## src/rtl/led_pkg.sv

```systemverilog
// Shared types, default geometry and helpers for the ambilight border sampler.
package led_pkg;

    localparam int PIX_W   = 8;
    localparam int PIX_MAX = (1 << PIX_W) - 1;

    localparam int DEF_H_ACT     = 1920;
    localparam int DEF_V_ACT     = 1080;
    localparam int DEF_BAND      = 20;
    localparam int DEF_N_TB      = 5;
    localparam int DEF_TB_W      = 340;
    localparam int DEF_TB_PITCH  = 395;
    localparam int DEF_N_SD      = 3;
    localparam int DEF_SD_OFF    = 25;
    localparam int DEF_SD_H      = 340;
    localparam int DEF_SD_PITCH  = 345;
    localparam int DEF_DIV_SHIFT = 13;

    typedef struct packed {
        logic [PIX_W-1:0] r;
        logic [PIX_W-1:0] g;
        logic [PIX_W-1:0] b;
    } rgb_t;

    typedef enum logic {
        ST_IDLE = 1'b0,
        ST_SEND = 1'b1
    } state_e;

    // Region index layout: top edge, then left/right pairs per side row, then bottom edge.
    localparam int TOP_BASE = 0;

    function automatic int side_base(input int n_tb);
        return n_tb;
    endfunction

    function automatic int bot_base(input int n_tb, input int n_sd);
        return n_tb + 2 * n_sd;
    endfunction

    function automatic int n_reg(input int n_tb, input int n_sd);
        return 2 * n_tb + 2 * n_sd;
    endfunction

    function automatic int max2(input int a, input int b);
        return (a > b) ? a : b;
    endfunction

    function automatic logic [PIX_W-1:0] sat_shift(input logic [63:0] sum, input int sh);
        logic [63:0] q;
        q = sum >> sh;
        return (q > 64'(PIX_MAX)) ? {PIX_W{1'b1}} : q[PIX_W-1:0];
    endfunction

endpackage

```

## src/rtl/led_region_decode.sv

```systemverilog
// Combinational (row, col) -> region hit vector for the border sampler.
module led_region_decode
    import led_pkg::*;
#(
    parameter int H_ACT    = DEF_H_ACT,
    parameter int V_ACT    = DEF_V_ACT,
    parameter int BAND     = DEF_BAND,
    parameter int N_TB     = DEF_N_TB,
    parameter int TB_W     = DEF_TB_W,
    parameter int TB_PITCH = DEF_TB_PITCH,
    parameter int N_SD     = DEF_N_SD,
    parameter int SD_OFF   = DEF_SD_OFF,
    parameter int SD_H     = DEF_SD_H,
    parameter int SD_PITCH = DEF_SD_PITCH,
    parameter int RW       = $clog2(DEF_V_ACT),
    parameter int CW       = $clog2(DEF_H_ACT)
) (
    input  logic [RW-1:0]                row_i,
    input  logic [CW-1:0]                col_i,
    output logic [2*N_TB+2*N_SD-1:0]     hit_o
);

    localparam int SIDE0 = side_base(N_TB);
    localparam int BOT0  = bot_base(N_TB, N_SD);

    // Regions must be disjoint and inside the frame.
    if (TB_W > TB_PITCH || (N_TB - 1) * TB_PITCH + TB_W > H_ACT || 2 * BAND > H_ACT ||
        SD_OFF < BAND || SD_H > SD_PITCH ||
        SD_OFF + (N_SD - 1) * SD_PITCH + SD_H > V_ACT - BAND) begin : g_bad_geom
        $error("led_region_decode: overlapping or out-of-frame region geometry");
    end

    int   r, c;
    logic top_band, bot_band, left_band, right_band;

    always_comb begin
        r          = int'(row_i);
        c          = int'(col_i);
        top_band   = r < BAND;
        bot_band   = r >= V_ACT - BAND;
        left_band  = c < BAND;
        right_band = c >= H_ACT - BAND;
    end

    for (genvar k = 0; k < N_TB; k++) begin : g_tb
        localparam int C0 = k * TB_PITCH;
        logic in_cols;
        assign in_cols             = (c >= C0) && (c < C0 + TB_W);
        assign hit_o[TOP_BASE + k] = top_band && in_cols;
        assign hit_o[BOT0 + k]     = bot_band && in_cols;
    end

    for (genvar j = 0; j < N_SD; j++) begin : g_sd
        localparam int R0 = SD_OFF + j * SD_PITCH;
        logic in_rows;
        assign in_rows                  = (r >= R0) && (r < R0 + SD_H);
        assign hit_o[SIDE0 + 2 * j]     = in_rows && left_band;
        assign hit_o[SIDE0 + 2 * j + 1] = in_rows && right_band;
    end

endmodule

```

## src/rtl/led_region_mean.sv

```systemverilog
// Ambilight border sampler: per-region RGB sums over a frame, snapshotted at
// frame end and streamed out as one saturated mean per region.
module led_region_mean
    import led_pkg::*;
#(
    parameter int H_ACT     = DEF_H_ACT,
    parameter int V_ACT     = DEF_V_ACT,
    parameter int BAND      = DEF_BAND,
    parameter int N_TB      = DEF_N_TB,
    parameter int TB_W      = DEF_TB_W,
    parameter int TB_PITCH  = DEF_TB_PITCH,
    parameter int N_SD      = DEF_N_SD,
    parameter int SD_OFF    = DEF_SD_OFF,
    parameter int SD_H      = DEF_SD_H,
    parameter int SD_PITCH  = DEF_SD_PITCH,
    parameter int DIV_SHIFT = DEF_DIV_SHIFT
) (
    input  logic                               clk,
    input  logic                               rst_n,
    input  logic                               pix_vld,
    input  logic                               pix_sof,
    input  logic [3*PIX_W-1:0]                 pix_data,
    output logic                               res_vld,
    input  logic                               res_rdy,
    output logic [$clog2(2*N_TB+2*N_SD)-1:0]   res_idx,
    output logic [3*PIX_W-1:0]                 res_rgb,
    output logic                               frame_done,
    output logic                               sync_err,
    output logic                               overrun
);

    localparam int N_REG = n_reg(N_TB, N_SD);
    localparam int IDX_W = $clog2(N_REG);
    localparam int SUM_W = PIX_W + $clog2(max2(BAND * TB_W, BAND * SD_H) + 1);
    localparam int RW    = $clog2(V_ACT);
    localparam int CW    = $clog2(H_ACT);

    logic [RW-1:0] row_q, row_d, row_eff;
    logic [CW-1:0] col_q, col_d, col_eff;
    logic          desync, last_px;

    always_comb begin
        row_eff = pix_sof ? '0 : row_q;
        col_eff = pix_sof ? '0 : col_q;
        desync  = pix_vld && pix_sof && (row_q != '0 || col_q != '0);
        last_px = pix_vld && (row_eff == RW'(V_ACT - 1)) && (col_eff == CW'(H_ACT - 1));
        row_d   = row_q;
        col_d   = col_q;
        if (pix_vld) begin
            if (col_eff == CW'(H_ACT - 1)) begin
                col_d = '0;
                row_d = (row_eff == RW'(V_ACT - 1)) ? '0 : row_eff + 1'b1;
            end else begin
                col_d = col_eff + 1'b1;
                row_d = row_eff;
            end
        end
    end

    logic [N_REG-1:0] hit;

    led_region_decode #(
        .H_ACT   (H_ACT),
        .V_ACT   (V_ACT),
        .BAND    (BAND),
        .N_TB    (N_TB),
        .TB_W    (TB_W),
        .TB_PITCH(TB_PITCH),
        .N_SD    (N_SD),
        .SD_OFF  (SD_OFF),
        .SD_H    (SD_H),
        .SD_PITCH(SD_PITCH),
        .RW      (RW),
        .CW      (CW)
    ) u_decode (
        .row_i(row_eff),
        .col_i(col_eff),
        .hit_o(hit)
    );

    state_e           state_q, state_d;
    logic [IDX_W-1:0] idx_q, idx_d;
    rgb_t             rgb_q, rgb_d;
    logic             fdone_q, serr_q, ovr_q, ovr_d;
    logic             last_hs, idle_eff, snap;

    // Channel index 2 = R, 1 = G, 0 = B, matching the bit order of pix_data.
    logic [N_REG-1:0][2:0][SUM_W-1:0] live_q, live_d, shadow_q, shadow_d, sum_nxt;

    always_comb begin
        last_hs  = (state_q == ST_SEND) && res_rdy && (idx_q == IDX_W'(N_REG - 1));
        // The final handshake frees the shadow bank in the same cycle.
        idle_eff = (state_q == ST_IDLE) || last_hs;
        snap     = last_px && idle_eff;
        ovr_d    = ovr_q | (last_px && !idle_eff);
        state_d  = state_q;
        idx_d    = idx_q;
        if (snap) begin
            state_d = ST_SEND;
            idx_d   = '0;
        end else if (last_hs) begin
            state_d = ST_IDLE;
            idx_d   = '0;
        end else if (state_q == ST_SEND && res_rdy) begin
            idx_d = idx_q + 1'b1;
        end
    end

    always_comb begin
        sum_nxt = '0;
        for (int i = 0; i < N_REG; i++) begin
            for (int ch = 0; ch < 3; ch++) begin
                sum_nxt[i][ch] = (desync ? '0 : live_q[i][ch]) +
                                 ((pix_vld && hit[i]) ? SUM_W'(pix_data[ch*PIX_W +: PIX_W]) : '0);
            end
        end
        live_d   = last_px ? '0 : sum_nxt;
        shadow_d = snap ? sum_nxt : shadow_q;
    end

    always_comb begin
        rgb_d = '0;
        if (state_d == ST_SEND) begin
            rgb_d.r = sat_shift(64'(shadow_d[idx_d][2]), DIV_SHIFT);
            rgb_d.g = sat_shift(64'(shadow_d[idx_d][1]), DIV_SHIFT);
            rgb_d.b = sat_shift(64'(shadow_d[idx_d][0]), DIV_SHIFT);
        end
    end

    always_ff @(posedge clk or negedge rst_n) begin
        if (!rst_n) begin
            row_q    <= '0;
            col_q    <= '0;
            live_q   <= '0;
            shadow_q <= '0;
            state_q  <= ST_IDLE;
            idx_q    <= '0;
            rgb_q    <= '0;
            fdone_q  <= 1'b0;
            serr_q   <= 1'b0;
            ovr_q    <= 1'b0;
        end else begin
            row_q    <= row_d;
            col_q    <= col_d;
            live_q   <= live_d;
            shadow_q <= shadow_d;
            state_q  <= state_d;
            idx_q    <= idx_d;
            rgb_q    <= rgb_d;
            fdone_q  <= snap;
            serr_q   <= desync;
            ovr_q    <= ovr_d;
        end
    end

    assign res_vld    = (state_q == ST_SEND);
    assign res_idx    = idx_q;
    assign res_rgb    = rgb_q;
    assign frame_done = fdone_q;
    assign sync_err   = serr_q;
    assign overrun    = ovr_q;

endmodule

```

## config.mk

```make
export PLATFORM = sky130hd
export DESIGN_NAME = led_region_mean
export DESIGN_NICKNAME = d
export VERILOG_FILES = /design/src/rtl/led_pkg.sv /design/src/rtl/led_region_decode.sv /design/src/rtl/led_region_mean.sv
export SDC_FILE = /design/constraint.sdc
export NUM_CORES = 2
export LEC_CHECK = 0
export CORE_ASPECT_RATIO = 0.6
export CORE_MARGIN = 2
export CORE_UTILIZATION = 45
export CTS_BUF_LIST = sky130_fd_sc_hd__clkbuf_16
export DETAILED_ROUTE_END_ITERATION = 10
export GPL_TIMING_DRIVEN = 0
export PLACE_DENSITY_LB_ADDON = 0.08
export SYNTH_ARGS = -nofsm -noshare
export SYNTH_HDL_FRONTEND = slang
export SYNTH_SLANG_ARGS = --single-unit
```

## constraint.sdc

```tcl
create_clock -name clk -period 4.8 [get_ports clk]
set_input_delay 0.96 -clock clk [delete_from_list [all_inputs] [get_ports clk]]
set_output_delay 0.96 -clock clk [all_outputs]
set_load 0.03 [all_outputs]
```

## Word-level counts from Yosys, hierarchy flattened

Index checks and enable logic that the tools add are counted.
Widths: inputs -> output; s select.

- Register bits after elaboration: 2,070
- Output and inout bits: 32
- Logic and storage cells: 353

- $add $sub $neg: 51
- Order comparisons: 24
- Eq/ne operators: 3
- Muxes and demuxes: 114
- Bitwise operators: 2
- Reduce and logical (&&, ||, !) cells: 53

Operators by type and width:

| cell | count |
|---|---|
| $mux 1008 | 2 |
| $add 21x8->21 | 48 |
| $mux 21 | 48 |
| $mux 8 | 51 |
| $bmux 63 s4 | 1 |
| $mux 63 | 1 |
| $mux 11 | 5 |
| $logic_and 1x1->1 | 48 |
| $ge 11x11->1 const B | 4 |
| $lt 11x11->1 const B | 4 |
| $gt 8x8->1 const B | 3 |
| $mux 24 | 1 |
| $add 11x1->11 const B | 2 |
| $eq 11x11->1 const B | 2 |
| $ge 11x10->1 const B | 2 |
| $ge 11x9->1 const B | 2 |
| $lt 11x10->1 const B | 2 |
| $lt 11x5->1 const B | 2 |
| $lt 11x9->1 const B | 2 |
| $reduce_bool 11->1 | 2 |
| $mux 4 | 3 |
| $ge 11x1->1 const B | 1 |
| $ge 11x5->1 const B | 1 |
| $lt 4x5->1 const B | 1 |
| other kinds (7) | 9 |

## Longest topological paths before layout

- Word-level depth: 13
- Mapped depth: 23

## Modules after synthesis

A second synthesis with hierarchy kept.

- Cell total of the unflattened synthesis: 9,034
- Area total of the unflattened synthesis: 81,859.8 um^2

Modules (own cells, without submodules):

| module | instances | cells each | area each (um^2) | sequential area each (um^2) |
|---|---|---|---|---|
| led_region_mean | 1 | 8,941 | 81,237.9 | 36,184.7 |
| led_region_decode | 1 | 93 | 621.8 | 0.0 |

## Least setup slack after synthesis

OpenSTA, ideal clock, no wires.

- Kind: reg-to-reg
- Start: register row_q[6]
- End: register rgb_q (netlist bit res_rgb[15])
- Data arrival time: 4,889 ps
- Data required time: 4,679 ps
- Slack: -211 ps
- Cell stages (with the launch flop): 23
- Buffers on the path: 7
- Path through: dfrtp_1 -> buf_6 -> or4_1 -> nor3_2 -> a41o_2 -> buf_4 -> buf_2 -> buf_2 -> clkbuf_1 -> clkbuf_1 -> and2_1 -> ha_1 -> inv_1 -> fa_1 -> nor2b_1 -> o2111ai_1 -> and4b_1 -> or2_2 -> clkbuf_1 -> nor4b_1 -> xnor2_1 -> a211oi_1 -> o22a_1

RTL lines:

| what | line | RTL |
|---|---|---|
| from (decl) | led_region_mean.sv:38 | `logic [RW-1:0] row_q, row_d, row_eff;` |
| from (signal assigned) | led_region_mean.sv:143 | `row_q <= row_d;` |
| to (signal assigned) | led_region_mean.sv:149 | `rgb_q <= rgb_d;` |
| to (decl) | led_region_mean.sv:83 | `rgb_t rgb_q, rgb_d;` |

==> flow_summary_export.csv <==
group,metric,value,unit
layout,fillCellCount,15040,
synthesis,synth_top_cell_area_share,45.00,%
synthesis,yosys_warnings,0,
synthesis,synth_edf_count,0,
floorplan,start_util,45.20,%
route,avgViaCountPerCell,5.907,
synthesis,synth.most_common_cell,"dfrtp_1",
synthesis,synth-seq-cells,1446,
synthesis,synth_area_leaders,"dfrtp_1, and2_1, ha_1",
critical_path,cp.arrival,6020,ps
global_routing,grt_max_degree,166,
clock_tree,cts_buffer_depth,4,
synthesis,synthFlopType,"dfrtp_1",
critical_path,critical-path-top-delay-family,"simple AND/OR/NAND/NOR gates",
timing,rsz0062_at_grt,"true",
timing,setup_ws,-463.4,ps
clock_tree,cts_made_buffers,160,
timing,max-slew-margin-rel,-3.809,%
clock_tree,h-tree-depth,4,
synthesis,synth_fp_nets,9314,
timing,final-hold-violation-count,2,
critical_path,crit_type,"register to register",
clock_tree,clk-insertion-delay-late,850,ps
placement,hpwl,249.7,mm
synthesis,synth_top_cell_by_area,"dfrtp_1",
floorplan,rows,120,
synthesis,synth_area,80420,um2
layout,final_nets,10350,
timing,slew_violations,31,
critical_path,cp_num_cells,23,
route,drc,0,
critical_path,worst-endpoint-required,5560,ps
timing,post-route-period-util,109.7,%
critical_path,r2r_cells,23,
route,firstDrtPassIters,6,
clock_tree,clkSinkCount,1446,
synthesis,yosysSeqAreaShare,45.00,%
clock_tree,clkSlewWorstSetupHoldPaths,60,ps
critical_path,endpoint_kind,"register",
global_routing,grt_usage,38.53,%
floorplan,die_area,182200,um2
synthesis,postSynthAreaPerCell,9.087,um2
synthesis,synthTopCellsByCount,"dfrtp_1, nor2_1, nand2_1",
floorplan,die_w,549.7,um
clock_tree,cts_tree,"yes",
run_status,status,"complete, but fails checks",
route,vias,73280,
layout,drive_gt1_share,26.18,%
critical_path,crit_buf_inv,8,
route,antenna_left,0,
floorplan,io-pin-count,61,
clock_tree,root_buffer,"clkbuf_16",
synthesis,async_flop_share,100.0,%
layout,postLayoutCoreUtil,59.89,%
global_routing,grt-ovfl-total,0,
timing,setup_viol,198,
route,wire_per_inst,29.00,um
placement,port_buffers,57,
critical_path,timing.critical_path.slowest_cell_delay,560,ps
layout,multi_input_area,50250,um2
run_status,violations,"negative hold slack, max-capacitance violations, max-slew violations, negative setup slack",
global_routing,grt_pass1_vias,71370,
layout,seq_area,36190,um2
timing,fin_tns_setup,-19990,ps
global_routing,antenna_found_initial,62,
timing,tightest_slew,1557,ps
clock_tree,ctsHoldBuffers,0,
power_and_ir_drop,vdd_ir_drop_max,0.2549,mV
critical_path,slowest_stage,"or4_4",
timing,max_freq,0.1900,GHz
floorplan,design.core.area,177900,um2
power_and_ir_drop,p_per_area,260.4,nW/um2
critical_path,critPathLaunchType,"register",
worst_hold_path,hold_class,"input port to async pin",
global_routing,grt_first_pass_wirelength,504.8,mm
floorplan,die_y,331.4,um
synthesis,postSynthCellCount,8850,
timing,fin_crit,5263,ps
route,routed_wl,359.8,mm
run,drv_cap,5,
power_and_ir_drop,leakage,48.92,nW
critical_path,path_max_fanout,6,
route,drtIter0Drc,7633,
timing,fin_hold_ws,-24.07,ps
layout,syn2layout_area_growth,32.50,%
synthesis,synth_cell_types,98,
timing,fin_skew,57.17,ps
placement,place.gp.congestion,1.037,
critical_path,path_cells,"clkbuf_8 -> or4_4 -> nor3_4 -> a41o_4 -> buf_12 -> buf_16 -> buf_16 -> clkbuf_16 -> clkbuf_16 -> and2_4 -> ha_4 -> inv_2 -> fa_2 -> nor2b_4 -> o2111ai_2 -> nand3_2 -> o31ai_4 -> buf_6 -> or4_4 -> a31oi_4 -> a221oi_4 -> a211oi_4 -> o22a_1",
-- area by class of cell --
type | instances | area share [%]
multi-input cells | 6711 | 47.16
flip-flops and latches | 1446 | 33.96
repair buffers | 908 | 7.947
clock buffers | 165 | 3.875
well taps | 2379 | 2.794
plain buffers | 406 | 2.394
inverters | 257 | 0.9288
clock inverters | 110 | 0.8830
diodes | 22 | 0.05167
-- flip-flops by register name, indices dropped and copies added (netlist names) --
signal / count
shadow_q: 384
res_vld: 1
res_rgb: 24
overrun: 1
res_idx: 4
sync_err: 1
col_q: 11
row_q: 11
live_q: 1008
frame_done: 1
-- worst register-to-register path: cells and delay by family, from the launching register on --
family	cells	cell delay [ps]
simple gates	6	1590
buf+inv	8	1150
compound gates	7	1570
flops	1	390
fa+ha+maj	2	500
-- power by group --
part	switching, mW	total [mW]	internal [mW]	leakage, nW
Sequential	0.0602	12.4	12.3	20.1
Clock	5.50	12.6	7.12	2.59
Combinational	1.78	2.75	0.977	26.2
Total	7.33	27.7	20.4	48.9
-- metal layers --
layer | wire [um] | GRT usage, % | vias up
met1 | 156500 | 56.33 | 37280
met3 | 39280 | 10.51 | 732
met5 | 90 | 0.7849 | -
met2 | 147500 | 53.45 | 3401
met4 | 16360 | 15.46 | 14
li1 | - | - | 31850
-- stage by stage --
step | setup slack, ps | instances | instance area [um2] | total power, mW
3_5_place_dp | -4682 | 11300 | 84390 | 14.49
2_1_floorplan | -70.39 | 8850 | 80460 | 13.42
5_1_grt | -473.8 | 12380 | 106500 | 28.49
6_report | -463.4 | 12400 | 106600 | 27.75
4_1_cts | -508.7 | 12160 | 100500 | 27.61
3_3_place_gp | -67210 | 11290 | 84010 | 14.47
-- timing repair --
action,in CTS,in global routing
setup buffers,586,288
resized for setup,1483,1071
hold endpoints to repair,0,0
setup endpoints to repair,1419,969
pin swaps,491,657
cloned,2,1
-- path summary, 6_finish.rpt --
| path | startpoint | endpoint | slack (ps) |
|---|---|---|---|
| worst max-delay path | row_q[8] | res_rgb[15] | -460 |
| worst max register to register | row_q[8] | res_rgb[15] | -460 |
| worst min-delay path | rst_n | live_q[864] | -20 |
| worst min register to register | shadow_q[580] | shadow_q[580] | 470 |
| min in group clk | shadow_q[580] | shadow_q[580] | 470 |
| max in group asynchronous | rst_n | live_q[268] | 1530 |
-- cell families (layout without fill, tap and decap cells) --
logic type               count (synthesis)  after routing  synth area share (%)
multiplexers                            23             23                0.2910
other                                    0             22                     0
AO/OA/AOI/OAI                         1451           1451                 11.08
buffers and inverters                  693           1846                 3.440
flip-flops                            1446           1446                 45.00
adder cells (fa/ha/maj)                435            435                 7.216
AND/OR/NAND/NOR                       4018           4018                 24.44
XOR/XNOR                               784            784                 8.539
-- placed cells by master, fill, tap and decap left out, types with 67 or more instances in the layout --
cell	n
nand4_1	108
ha_4	94
xor2_1	292
inv_1	226
nand2_1	867
nor3_1	177
o21ai_1	149
buf_6	166
dfrtp_1	1442
nor2_1	1068
o21ai_2	98
a21oi_2	117
o21a_1	67
xor2_2	97
nor2b_1	86
xnor2_1	258
o21ai_0	326
clkbuf_1	195
xnor2_2	91
ha_1	279
and3_1	112
nand3_1	194
buf_4	641
and2_4	85
and2_1	692
clkbuf_16	184
a21o_1	70
a21oi_1	166
Note: power is estimated with default switching activity, not from simulation.
